$ cat src/rtl/iod_delay_line_ctrl.sv
// -----------------------------------------------------------------------------
// iod_delay_line_ctrl
//
// Purpose:
//   Sequences the MOVE / DIRECTION / LOAD controls of an IOD delay line in
//   response to simple step requests.
//   - An increment or decrement request issues REQ_COUNT one-cycle MOVE pulses.
//     Each pulse is followed by MOVE_GAP idle cycles.
//   - A load request issues one LOAD pulse followed by MOVE_GAP idle cycles.
//   - Every accepted request ends with a single-cycle DONE pulse. ERR and
//     STEPS_DONE qualify that pulse.
//   - A range flag raised by the delay line during any gap cycle aborts the
//     request with ERR=1.
//
// Optional feature (macro IOD_DLY_TAP_TRACK_EN):
//   defined   : TAP_POS tracks the tap (+1/-1 per MOVE, LOAD_VAL on LOAD).
//               A pulse that would leave 0..MAX_TAP is never issued; the
//               request then finishes with ERR=1.
//   undefined : TAP_POS is tied to 0 and no bound check is made.
//
// Parameters:
//   TAP_W    width of tap count, tap position and step counters
//   MOVE_GAP idle cycles after each MOVE/LOAD pulse (1..15)
//   LOAD_VAL tap position after a LOAD
//   MAX_TAP  highest legal tap position
//
// Ports:
//   FAB_CLK                 in   sole clock, rising edge
//   SYNC_RST                in   synchronous active-high reset
//   REQ_VALID / REQ_READY   in/out request handshake (READY only in IDLE)
//   REQ_OP                  in   00 inc, 01 dec, 10 load, 11 reserved
//   REQ_COUNT               in   number of steps for inc/dec
//   DONE                    out  one-cycle completion pulse
//   ERR                     out  error qualifier, valid with DONE
//   STEPS_DONE              out  MOVE pulses issued for the request
//   DELAY_LINE_MOVE         out  step pulse to the delay line
//   DELAY_LINE_DIRECTION    out  1 = increment, 0 = decrement
//   DELAY_LINE_LOAD         out  load pulse to the delay line
//   DELAY_LINE_OUT_OF_RANGE in   delay-line range flag (FAB_CLK domain)
//   TAP_POS                 out  tracked tap position
// -----------------------------------------------------------------------------
module iod_delay_line_ctrl #(
    parameter int unsigned TAP_W    = 8,
    parameter int unsigned MOVE_GAP = 4,
    parameter int unsigned LOAD_VAL = 1,
    parameter int unsigned MAX_TAP  = 127
) (
    input  logic             FAB_CLK,
    input  logic             SYNC_RST,
    input  logic             REQ_VALID,
    output logic             REQ_READY,
    input  logic [1:0]       REQ_OP,
    input  logic [TAP_W-1:0] REQ_COUNT,
    output logic             DONE,
    output logic             ERR,
    output logic [TAP_W-1:0] STEPS_DONE,
    output logic             DELAY_LINE_MOVE,
    output logic             DELAY_LINE_DIRECTION,
    output logic             DELAY_LINE_LOAD,
    input  logic             DELAY_LINE_OUT_OF_RANGE,
    output logic [TAP_W-1:0] TAP_POS
);

    localparam logic [2:0] ST_IDLE  = 3'd0;
    localparam logic [2:0] ST_SETUP = 3'd1;
    localparam logic [2:0] ST_PULSE = 3'd2;
    localparam logic [2:0] ST_GAP   = 3'd3;
    localparam logic [2:0] ST_LDP   = 3'd4;
    localparam logic [2:0] ST_FIN   = 3'd5;

    localparam logic [1:0] OP_INC  = 2'b00;
    localparam logic [1:0] OP_DEC  = 2'b01;
    localparam logic [1:0] OP_LOAD = 2'b10;

    // The gap counter is loaded with MOVE_GAP-1 and runs down to 0, so a
    // gap spans exactly MOVE_GAP cycles.
    localparam logic [3:0] GAP_LAST = 4'(MOVE_GAP - 1);

    logic [2:0]       state_q;
    logic [2:0]       state_nxt;
    logic             err_nxt;
    logic [TAP_W-1:0] cnt_q;
    logic [TAP_W-1:0] step_cnt_q;
    logic [3:0]       gap_cnt_q;
    logic             ld_gap_q;
    logic             dir_q;
    logic             accept;
    logic             pulse_ok;

    assign REQ_READY            = (state_q == ST_IDLE) && !SYNC_RST;
    assign accept               = REQ_VALID && REQ_READY;
    assign DELAY_LINE_DIRECTION = dir_q;
    assign STEPS_DONE           = step_cnt_q;

`ifdef IOD_DLY_TAP_TRACK_EN
    localparam logic [TAP_W-1:0] LOAD_TAP = TAP_W'(LOAD_VAL);
    localparam logic [TAP_W-1:0] MAX_TAP_V = TAP_W'(MAX_TAP);

    logic [TAP_W-1:0] tap_q;

    // A pulse may only be issued if the tap stays within 0..MAX_TAP after it.
    assign pulse_ok = dir_q ? (tap_q < MAX_TAP_V) : (tap_q != '0);
    assign TAP_POS  = tap_q;

    always_ff @(posedge FAB_CLK) begin
        if (SYNC_RST) begin
            tap_q <= LOAD_TAP;
        end else if (state_q == ST_PULSE) begin
            tap_q <= dir_q ? (tap_q + 1'b1) : (tap_q - 1'b1);
        end else if ((state_q == ST_LDP) && !ld_gap_q) begin
            tap_q <= LOAD_TAP;
        end
    end
`else
    assign pulse_ok = 1'b1;
    assign TAP_POS  = '0;
`endif

    // Next-state logic. err_nxt is only ever raised on a transition into
    // FIN, so it can feed ERR directly.
    always_comb begin
        state_nxt = state_q;
        err_nxt   = 1'b0;
        case (state_q)
            ST_IDLE: begin
                if (accept) begin
                    case (REQ_OP)
                        OP_INC, OP_DEC: begin
                            if (REQ_COUNT == '0) begin
                                state_nxt = ST_FIN;
                            end else begin
                                state_nxt = ST_SETUP;
                            end
                        end
                        OP_LOAD: state_nxt = ST_LDP;
                        default: begin
                            state_nxt = ST_FIN;
                            err_nxt   = 1'b1;
                        end
                    endcase
                end
            end
            ST_SETUP: begin
                if (pulse_ok) begin
                    state_nxt = ST_PULSE;
                end else begin
                    state_nxt = ST_FIN;
                    err_nxt   = 1'b1;
                end
            end
            ST_PULSE: state_nxt = ST_GAP;
            ST_GAP: begin
                if (DELAY_LINE_OUT_OF_RANGE) begin
                    state_nxt = ST_FIN;
                    err_nxt   = 1'b1;
                end else if (gap_cnt_q == 4'd0) begin
                    if (step_cnt_q == cnt_q) begin
                        state_nxt = ST_FIN;
                    end else if (!pulse_ok) begin
                        state_nxt = ST_FIN;
                        err_nxt   = 1'b1;
                    end else begin
                        state_nxt = ST_PULSE;
                    end
                end
            end
            ST_LDP: begin
                // First LDP cycle carries the LOAD pulse; the rest is the gap.
                if (ld_gap_q) begin
                    if (DELAY_LINE_OUT_OF_RANGE) begin
                        state_nxt = ST_FIN;
                        err_nxt   = 1'b1;
                    end else if (gap_cnt_q == 4'd0) begin
                        state_nxt = ST_FIN;
                    end
                end
            end
            ST_FIN:  state_nxt = ST_IDLE;
            default: state_nxt = ST_IDLE;
        endcase
    end

    // Outputs are registered from the next state so the delay-line controls
    // come straight from flops and line up with the state they belong to.
    always_ff @(posedge FAB_CLK) begin
        if (SYNC_RST) begin
            state_q         <= ST_IDLE;
            DELAY_LINE_MOVE <= 1'b0;
            DELAY_LINE_LOAD <= 1'b0;
            DONE            <= 1'b0;
            ERR             <= 1'b0;
            dir_q           <= 1'b0;
            cnt_q           <= '0;
            step_cnt_q      <= '0;
            gap_cnt_q       <= 4'd0;
            ld_gap_q        <= 1'b0;
        end else begin
            state_q         <= state_nxt;
            DELAY_LINE_MOVE <= (state_nxt == ST_PULSE);
            DELAY_LINE_LOAD <= (state_nxt == ST_LDP) && (state_q != ST_LDP);
            DONE            <= (state_nxt == ST_FIN);
            ERR             <= err_nxt;

            if (accept) begin
                cnt_q      <= REQ_COUNT;
                step_cnt_q <= '0;
                ld_gap_q   <= 1'b0;
            end

            // Direction is set up one cycle ahead of the first pulse and
            // held through FIN.
            if ((state_q == ST_IDLE) && (state_nxt == ST_SETUP)) begin
                dir_q <= (REQ_OP == OP_INC);
            end else if (state_q == ST_FIN) begin
                dir_q <= 1'b0;
            end

            case (state_q)
                ST_PULSE: begin
                    step_cnt_q <= step_cnt_q + 1'b1;
                    gap_cnt_q  <= GAP_LAST;
                end
                ST_GAP: begin
                    if (gap_cnt_q != 4'd0) begin
                        gap_cnt_q <= gap_cnt_q - 1'b1;
                    end
                end
                ST_LDP: begin
                    if (!ld_gap_q) begin
                        ld_gap_q  <= 1'b1;
                        gap_cnt_q <= GAP_LAST;
                    end else if (gap_cnt_q != 4'd0) begin
                        gap_cnt_q <= gap_cnt_q - 1'b1;
                    end
                end
                default: ;
            endcase
        end
    end

endmodule

$ cat config.mk
export PLATFORM = sky130hd
export DESIGN_NAME = iod_delay_line_ctrl
export DESIGN_NICKNAME = d
export VERILOG_FILES = /design/src/rtl/iod_delay_line_ctrl.sv
export SDC_FILE = /design/constraint.sdc
export NUM_CORES = 1
export LEC_CHECK = 0
export CAP_MARGIN = 20
export CORE_MARGIN = 2
export CORE_UTILIZATION = 45
export CTS_CLUSTER_DIAMETER = 100
export DETAILED_ROUTE_END_ITERATION = 10
export PLACE_DENSITY = 0.75
export SETUP_SLACK_MARGIN = 0.15
export SLEW_MARGIN = 25
export SYNTH_ARGS = -nofsm -noshare
export SYNTH_HDL_FRONTEND = slang
export SYNTH_SLANG_ARGS = --single-unit
$ cat constraint.sdc
create_clock -name FAB_CLK -period 1.85 [get_ports FAB_CLK]
set_input_delay 0.37 -clock FAB_CLK [delete_from_list [all_inputs] [get_ports FAB_CLK]]
set_output_delay 0.37 -clock FAB_CLK [all_outputs]
set_load 0.05 [all_outputs]
Word-level counts from Yosys, hierarchy flattened --
Index checks and enable logic that the tools add are counted.
Cells by class: $add $sub $neg 2, equal/unequal tests 13, mux-type cells 25, reductions and logical operators 15
Operators with widths (count):
- 2-to-1 mux 3 bit | 8
- 2-to-1 mux 8 bit | 2
- case mux 3 bit (5 select lines) | 1
- equality test 3 bit (second input constant) | 4
- case mux 4 bit (3 select lines) | 1
- equality test 3 x 2 -> 1 bit (second input constant) | 3
- 2-to-1 mux 1 bit | 9
- adder 8 x 1 -> 8 bit (second input constant) | 1
- equality test 8 bit | 1
- logical NOT 8 bit | 1
- 2-to-1 mux 4 bit | 2
- equality test 3 x 1 -> 1 bit (second input constant) | 2
- case mux 3 bit (2 select lines) | 1
- logical AND 1 bit | 4
- logical NOT 4 bit | 1
- nonzero test 2 bit | 2
- nonzero test 4 bit | 1
- subtractor 4 x 1 -> 4 bit (second input constant) | 1
- logical NOT 3 bit | 1
- != test 3 bit (second input constant) | 1
- case mux 1 bit (3 select lines) | 1
- nonzero test 3 bit | 1
- OR reduction 3 bit | 1
- equality test 2 x 1 -> 1 bit (second input constant) | 1
- 4 further kinds | 4
Storage, ports and cells: register bits after elaboration 29, input port bits 14, output and inout port bits 22

Longest topological paths before layout --
word-level depth 8, mapped depth 7, depth with buffers taken out 7

Least setup slack after synthesis --
No wires, ideal clock.
path kind input port to output port, from in SYNC_RST, to out REQ_READY, arrival time 1.820 ns, slack -0.340 ns, stages on the path 3, buffers on the path 2, cell sequence clkbuf_1 clkbuf_1 nor3_1
On the way: cells in the longest elaborated chain, start to end 2
RTL lines:
- start, declared | line 49 | input logic SYNC_RST,
- logical NOT 1 bit | line 90 | assign REQ_READY = (state_q == ST_IDLE) && !SYNC_RST;
- logical AND 1 bit | line 90
- end, declared | line 51 | output logic REQ_READY,
No other way between the ends.

Worst setup path in the final report --
from reg state_q[0], to out REQ_READY
On the way: cells in the longest elaborated chain, start to end 2
RTL lines:
- start, declared | line 79 | logic [2:0] state_q;
- start signal, assigned | line 198 | state_q <= state_nxt;
- logical NOT 3 bit | line 90
- logical AND 1 bit | line 90
No other way between the ends.

==> run metrics <==
status=completed; r2r endpoint=STEPS_DONE[7]; I/O pin cnt=36; n_diodes=0; setup violators final=0; final net count=238; Synth Area in Compound Gates=0.1234; Final GP Congestion=0.8420; Total GRT Usage=0.2111; Async S/R FF share, synth=0; largest family of logic cells by synthesized area=simple AND/OR/NAND/NOR gates; Post-Synth XOR/XNOR Area=0.04799; register area share after synthesis=0.3976; input/output buffers=27; Syn Area/Cell=7.936 sq um; WL/cell=12.63 microns; reg2reg start=state_q[2]; Mapped Cells=184; Reg clk slew, reported paths=0.08 ns; post-detailed-route via-to-cell ratio=5.237; minimum clock period=1.706 ns; Final Hold Violating Endpoints=0; core area=0.003078 sq mm; multiplexer share of the synthesized area=0.01542; mapped cell area=0.001460 sq mm; Peak VDD IR=0.3938 mV; post-synthesis simple-gate area fraction=0.3196; Critical Setup Path Class=register to output pin; Critical Path Max Stage Delay=0.33 ns; via count=1393; clk sink count=29; Die Ht=60.96 microns; DRC=0; leakage=0.8503 nW; adder-cell share of the synthesized area=0.01714; H-tree Lvls=2; top_reg_cell synth=dfxtp_1; library cells used by synthesis=34; Worst Path Max Fanout=2; CTS Hold Bufs=0; setup TNS=0 ns; R2R Setup Slk=0.22 ns; Starting DRT DRC Count=68; synthesized flop and latch total=29; hold endpoint=gap_cnt_q[0]; Reg area=589.3 sq um; CTS Buf Count=5; Die Span X=60.96 microns; Setup Skew=0.002881 ns; Critical Path Slowest Stage Cell=dfxtp_2; crit end category=output pin; Die Area=0.003716 sq mm; post-DP HPWL=2511 microns; RSZ-0062 raised after global routing=true; Fillers=282; family with the most delay on the worst path=simple AND/OR/NAND/NOR gates; P&R area growth vs syn=31.88%; Req. time, crit path=1.48 ns; CP arrival=1.34 ns; CTS tree=built; final global-route overflow total=0; DRT Wirelength=3360 microns; total number of yosys warnings=0; layout cells sized above 1=0.2027; R2R depth=5; largest net degree at the start of global routing=27; vias in the first global route=1307; worst path cell trace=buf_6, or2_4, nor3_4, buf_12; critical path startpoint category=register; Max Clock Freq=0.5862 GHz; hold depth=1; EDFF count, synth=0; pwr/cell area=786.0 mW/mm^2; first-pass GRT wire length=5623 microns; max_cap viols=0; initial antenna violation count=0; Pre-Repair DR Iteration Count=4; post-route ant nets=0; FP Rows=20; hold crit path type=register to register; clk_lat worst skew=0.33 ns; CTS Buffer Depth=2; Root Buffer=clkbuf_4; Hold Startpoint=gap_cnt_q[0]; area of the multi-input gates=848.3 sq um; starting density of the core=0.4744; Slew Limit Fails=0; overall power=1.514 mW; WP buf/inv=2; Final period util=0.9221
-- cells in the final DEF (no fill, tap or decap), drive strengths merged, types with 4 or more instances in the layout --
master	instances
dfxtp	29
nand2	25
nor2	25
buf	23
a21oi	14
clkdlybuf4s50	13
nand3b	11
xor2	8
conb	8
clkbuf	7
nand3	6
a211oi	6
nor4	6
dlygate4sd2	5
and3	4
nor3	4
-- routing by layer --
metal / vias to the layer above / track usage / share of wire
met2: 41 / 0.3349 / 0.50
met5: - / 0 / 0
met3: 4 / 0.07889 / 0.055
met4: 0 / 0.09006 / 0.015
met1: 648 / 0.2572 / 0.43
li1: 700 / - / -
-- sequential cells by signal, summed over array words and instances (netlist names) --
signal	cells
DELAY_LINE_LOAD	1
ld_gap_q	1
gap_cnt_q	4
ERR	1
DELAY_LINE_MOVE	1
DONE	1
STEPS_DONE	8
state_q	3
DELAY_LINE_DIRECTION	1
cnt_q	8
-- cells in the mapped netlist (all sizes together), types with 3 or more instances --
| master | number | area, sq um |
|---|---|---|
| dfxtp | 29 | 580.6 |
| nand2 | 25 | 93.84 |
| nor2 | 25 | 96.35 |
| a21oi | 14 | 70.07 |
| buf | 13 | 85.08 |
| nand3b | 11 | 82.58 |
| xor2 | 8 | 70.07 |
| a211oi | 6 | 45.04 |
| nand3 | 6 | 30.03 |
| nor4 | 6 | 37.54 |
| and3 | 4 | 25.02 |
| clkbuf | 4 | 15.01 |
| nor3 | 4 | 20.02 |
| a31oi | 3 | 18.77 |
| inv | 3 | 11.26 |
| o21ai | 3 | 15.01 |
-- worst max-delay path by stage --
stage                  from                   end  cells past startpoint  slack (ns)
2_1_floorplan  gap_cnt_q[0]                  DONE                      7        0.17
4_1_cts          state_q[0]             REQ_READY                      4        0.05
3_3_place_gp       SYNC_RST                  DONE                      6        0.05
5_1_grt          state_q[0]             REQ_READY                      4        0.06
6_report         state_q[0]             REQ_READY                      4        0.14
3_5_place_dp   REQ_COUNT[0]  DELAY_LINE_DIRECTION                      6       -0.04
-- cells by family after synthesis --
kind of cell             after synthesis
buffers and inverters                 20
adder cells (fa/ha/maj)                2
flip-flops                            29
XOR/XNOR                               8
AND/OR/NAND/NOR                       92
other                                  1
multiplexers                           2
AO/OA/AOI/OAI                         30
-- metrics by stage --
step	hold WS [ns]	instance area [sq um]	util	cells	setup WS (ns)
after global placement	0.4793	1808	0.5874	257	0.04917
after CTS	0.4921	1889	0.6138	266	0.05010
after floorplan	0.4415	1503	-	191	0.1695
after global routing	0.4730	1926	0.6256	266	0.05775
final	0.4554	1926	0.6256	266	0.1441
after detailed placement	0.4812	1808	0.5874	257	-0.03536
-- power by group --
part / internal [mW] / total [mW] / switching (mW)
clock: 0.179 / 0.396 / 0.217
combinational: 0.182 / 0.420 / 0.237
sequential: 0.667 / 0.697 / 0.0306
-- layout make-up --
class,count,area share
Clock buffer,7,0.02859
Inverter,3,0.005848
Multi-Input combinational cell,142,0.4405
Sequential cell,29,0.3060
Tap cell,44,0.02859
Timing Repair Buffer,41,0.1904
-- what timing repair did --
| item | 4_1_cts | 5_1_grt |
|---|---|---|
| pin swaps | 2 | 2 |
| resized for setup | 11 | 7 |
| setup buffers | 2 | 0 |
| endpoints found under the setup margin | 10 | 9 |
(Power assumes the default switching activity.)
==> variant 1 (same flow settings) <==
`TAP_W`: 8 -> 7.
--- a/src/rtl/iod_delay_line_ctrl.sv
+++ b/src/rtl/iod_delay_line_ctrl.sv
@@ -40,7 +40,7 @@
 //   TAP_POS                 out  tracked tap position
 // -----------------------------------------------------------------------------
 module iod_delay_line_ctrl #(
-    parameter int unsigned TAP_W    = 8,
+    parameter int unsigned TAP_W    = 7,
     parameter int unsigned MOVE_GAP = 4,
     parameter int unsigned LOAD_VAL = 1,
     parameter int unsigned MAX_TAP  = 127
Interface: changed (resized REQ_COUNT, STEPS_DONE and TAP_POS); port bits go from 36 to 33. The function was not compared with the original's and may differ.
==> variant 1 against the unedited design <==
- count of clock-buffer cells in the layout is 3 lower
- register-to-register slack better by 0.02 ns
- sequential cell count is 2 lower
- clock skew is 0.0063 ns higher
- routed wire length is 8.0% lower
- final area is 8.8% lower
- via count is 9.4% lower
- setup slack better by 0.045 ns
- power is 12% lower
- first-iteration DRC count is 54% lower
- sequential share of layout area is 0.81 points higher
- hold slack better by 0.035 ns
- area after synthesis is 3.3% lower
- sequential power is 4.6% lower
- critical endpoint unchanged
- largest cell class unchanged
- largest power group unchanged
==> variant 1: results <==
outcome:
  status: "complete, no violations"
critical_path:
  cp_slowest_stage_delay_ns: 0.40
  crit_start: "state_q[1]"
  critPathTopFamily: "flip-flops"
  crit_fanout: 9
  arrival_ns: 1.29
  cp_slowest_cell: "dfxtp_4"
layout:
  drive_above_1_share: 0.222
  nClkBuffers: 4
  nets: 214
  finish.utilization: 0.580
  regArea_sq_um: 552
  multiInputGateArea_sq_um: 818
  clk_share: 0.0150
  buf_share: 0.167
  num-multi-input-gates: 131
routing:
  wl_met2_mm: 1.51
  post_drt_wl_per_cell_microns: 12.8
  drt_iter0_drc: 31
  wl_mm: 3.09
  route.met3.wl_microns: 132
  num_vias: 1262
  wirelength_met1_mm: 1.43
logic_synthesis:
  netlist_instances: 171
  synthTopCellsByCount: "dfxtp_1 (27), nand2_1 (23), nor2_1 (18)"
  synth_seq_area_share: 0.383
  synthDistinctLibCells: 42
  synth-seq-cells: 27
  yosys-top-cells-area: "dfxtp_1 (38%), nand2_1 (6.1%), a21oi_1 (5.0%), xnor2_1 (5.0%), nand3b_1 (4.8%)"
global_route:
  grt_max_degree: 16
  overflow: 0
  use_met3: 0.0216
  grt_use_total: 0.178
  use_met1: 0.220
  grt_pass1_vias: 1157
clocking:
  numCtsBuffers: 3
  cts.repair.resized: 8
  htree_levels: 1
  postCtsSetupBuffers: 0
  clk_pin_slew_ns: 0.14
placed_design:
  dp_slack_ns: -0.0804
  placed_cells: 237
  io_buffer_count: 25
  post-dp-hpwl_mm: 2.35
  gp_congestion: 0.880
power_and_ir_drop:
  comb_power_share: 0.309
  power.switching_mw: 0.441
  vdd_drop_max_v: 0.000452
  leakagePower_nw: 0.724
floorplan:
  core_region_area_sq_um: 3030
timing:
  clock_skew_ns: 0.00923
hold_path:
  hold_start: "ld_gap_q"
-- variant 1: cell types whose count changed after synthesis, sizes merged, moves of 3 or more --
cell,change
xnor2,+8
xor2,-7
nor4,-3
and3,-3
nor2,-5
a211oi,-3
-- variant 1: kinds of logic after synthesis --
kind of cell	count (synthesis)	synth area share
AO/OA/AOI/OAI	29	0.121
XOR/XNOR	9	0.0558
adder cells (fa/ha/maj)	2	0.0177
buffers and inverters	19	0.0788
flip-flops	27	0.383
multiplexers	2	0.0213
other	1	0.00265
AND/OR/NAND/NOR	82	0.320
-- variant 1: final timing paths --
check                    end  slack (ns)  cells past startpoint
min                 ld_gap_q        0.49                      2
max reg2reg  DELAY_LINE_MOVE        0.24                      8
min reg2reg         ld_gap_q        0.49                      2
max                REQ_READY        0.19                      3
-- variant 1: worst register-to-register path: cells and delay by family (launching register included) --
family | cells | cell delay, ns
simple gates | 4 | 0.61
flops | 1 | 0.36
buf+inv | 2 | 0.22
compound gates | 1 | 0.19
fa+ha+maj | 1 | 0.14
==> variant 2 (same settings) <==
Without the edit above. The output `ERR` loses its register stage (`ERR` becomes a continuous assignment). Comments in the files are not updated.
--- a/src/rtl/iod_delay_line_ctrl.sv
+++ b/src/rtl/iod_delay_line_ctrl.sv
@@ -188,7 +188,6 @@
             DELAY_LINE_MOVE <= 1'b0;
             DELAY_LINE_LOAD <= 1'b0;
             DONE            <= 1'b0;
-            ERR             <= 1'b0;
             dir_q           <= 1'b0;
             cnt_q           <= '0;
             step_cnt_q      <= '0;
@@ -199,7 +198,6 @@
             DELAY_LINE_MOVE <= (state_nxt == ST_PULSE);
             DELAY_LINE_LOAD <= (state_nxt == ST_LDP) && (state_q != ST_LDP);
             DONE            <= (state_nxt == ST_FIN);
-            ERR             <= err_nxt;
 
             if (accept) begin
                 cnt_q      <= REQ_COUNT;
@@ -238,5 +236,7 @@
         end
     end
 
+    assign ERR = err_nxt;
+
 endmodule
 
Formal check against the unedited RTL: not equivalent (a bounded check fails within 4 cycles, from zero or initial values and one cycle with SYNC_RST high).
==> variant 2 against the unedited design <==
- the run now ends with negative setup slack left
- critical path depth is 1 higher
- final area grew 8.9%
- combinational power up 18%
- clock power grew 5.1%
- setup slack got worse by 0.20 ns
- area after synthesis grew 1.8%
- power increased by 5.1%
- sequential power decreased by 3%
- sequential cell count fell by 1
- die area increased by 1.7%
- maximum frequency is 10% lower
- utilization up 5.0 points
- routed wire length grew 19%
- largest power group unchanged
- highest routed layer unchanged
==> variant 2: results <==
placed_design:
  gp_congestion: 0.806
  dp_slack_ns: -0.141
  placed_cell_area_sq_um: 1840
  post-dp-hpwl_mm: 2.61
  placed_cells: 258
clocking:
  clock_latency_ns: 0.35
  cts.repair.resized: 20
  numCtsBuffers: 3
  clk_pin_slew_ns: 0.16
  postCtsSetupBuffers: 8
  htree_levels: 1
  ctsRootBufferMaster: "clkbuf_4"
routing:
  post_drt_wl_per_cell_microns: 14.5
  route.met3.wl_microns: 208
  via_per_inst: 5.35
  drt_iter0_drc: 60
  wirelength_met1_mm: 1.71
  num_vias: 1471
  wl_met2_mm: 2.03
  first_pass_iters: 4
critical_path:
  crit_fanout: 5
  cp_slowest_stage_delay_ns: 0.41
  worstRegToRegCells: 6
  cp_slowest_cell: "dfxtp_4"
  critPathTopFamily: "flip-flops"
  rrSetupSlack_ns: 0.17
layout:
  nets: 248
  drive_above_1_share: 0.333
  fillCellCount: 264
  area_growth_pct: 41.1
logic_synthesis:
  synthTopCellsByCount: "dfxtp_1 (28), nand2_1 (27), nor2_1 (23)"
  synthDistinctLibCells: 42
  synth_adder_area_share: 0.0168
  yosys-top-cells-area: "dfxtp_1 (38%), nand2_1 (6.8%), nor2_1 (5.8%), nand3b_1 (5.1%), a21oi_1 (4.4%)"
  yosys-mux-area-fraction: 0.0135
  syn_avg_cell_area_sq_um: 8.08
  synth_compound_area_frac: 0.132
  synth-xor-area-share: 0.0471
  synth_seq_area_share: 0.377
power_and_ir_drop:
  leakagePower_nw: 0.909
  p_total_mw: 1.59
  power.switching_mw: 0.507
  pg_comb_mw: 0.497
  powerSeq_mw: 0.678
  vdd_drop_max_v: 0.000427
global_route:
  use_met1: 0.270
  use_met3: 0.0357
  grt_pass1_wl_mm: 6.03
  grt_use_total: 0.214
  grt_max_degree: 25
  grt_antenna_before_repair: 0
timing:
  clock_skew_ns: 0.0109
  worst_slack_ns: -0.0519
  finalSetupTns_ns: -0.0519
  drv_slew: 0
  whs_ns: 0.483
  setup_violations: 1
outcome:
  violations: "negative setup slack"
  status: "finished with violations"
hold_path:
  whs_path_depth: 1
## variant 2: cells by family (layout without fill, tap and decap cells)
group | Yosys count | after routing
adder cells (fa/ha/maj) | 2 | 2
other | 1 | 8
XOR/XNOR | 8 | 8
AO/OA/AOI/OAI | 32 | 32
AND/OR/NAND/NOR | 92 | 92
flip-flops | 28 | 28
multiplexers | 2 | 2
buffers and inverters | 19 | 59
## variant 2: how the worst max path moves through the flow
stage,startpoint,end,slack [ns],depth (start not counted)
after floorplan,state_q[0],ERR,0.11,6
after global placement,SYNC_RST,ERR,-0.11,6
after detailed placement,SYNC_RST,ERR,-0.14,6
after CTS,state_q[2],ERR,-0.02,6
after global routing,state_q[2],ERR,-0.09,6
final,state_q[1],ERR,-0.05,5
## variant 2: cell type report
type / instances / area share
well taps: 44 / 0.0263
multi-input cells: 144 / 0.453
flip-flops and latches: 28 / 0.275
clock buffers: 3 / 0.0107
repair buffers: 51 / 0.213
clock inverters: 1 / 0.0143
inverters: 4 / 0.00716
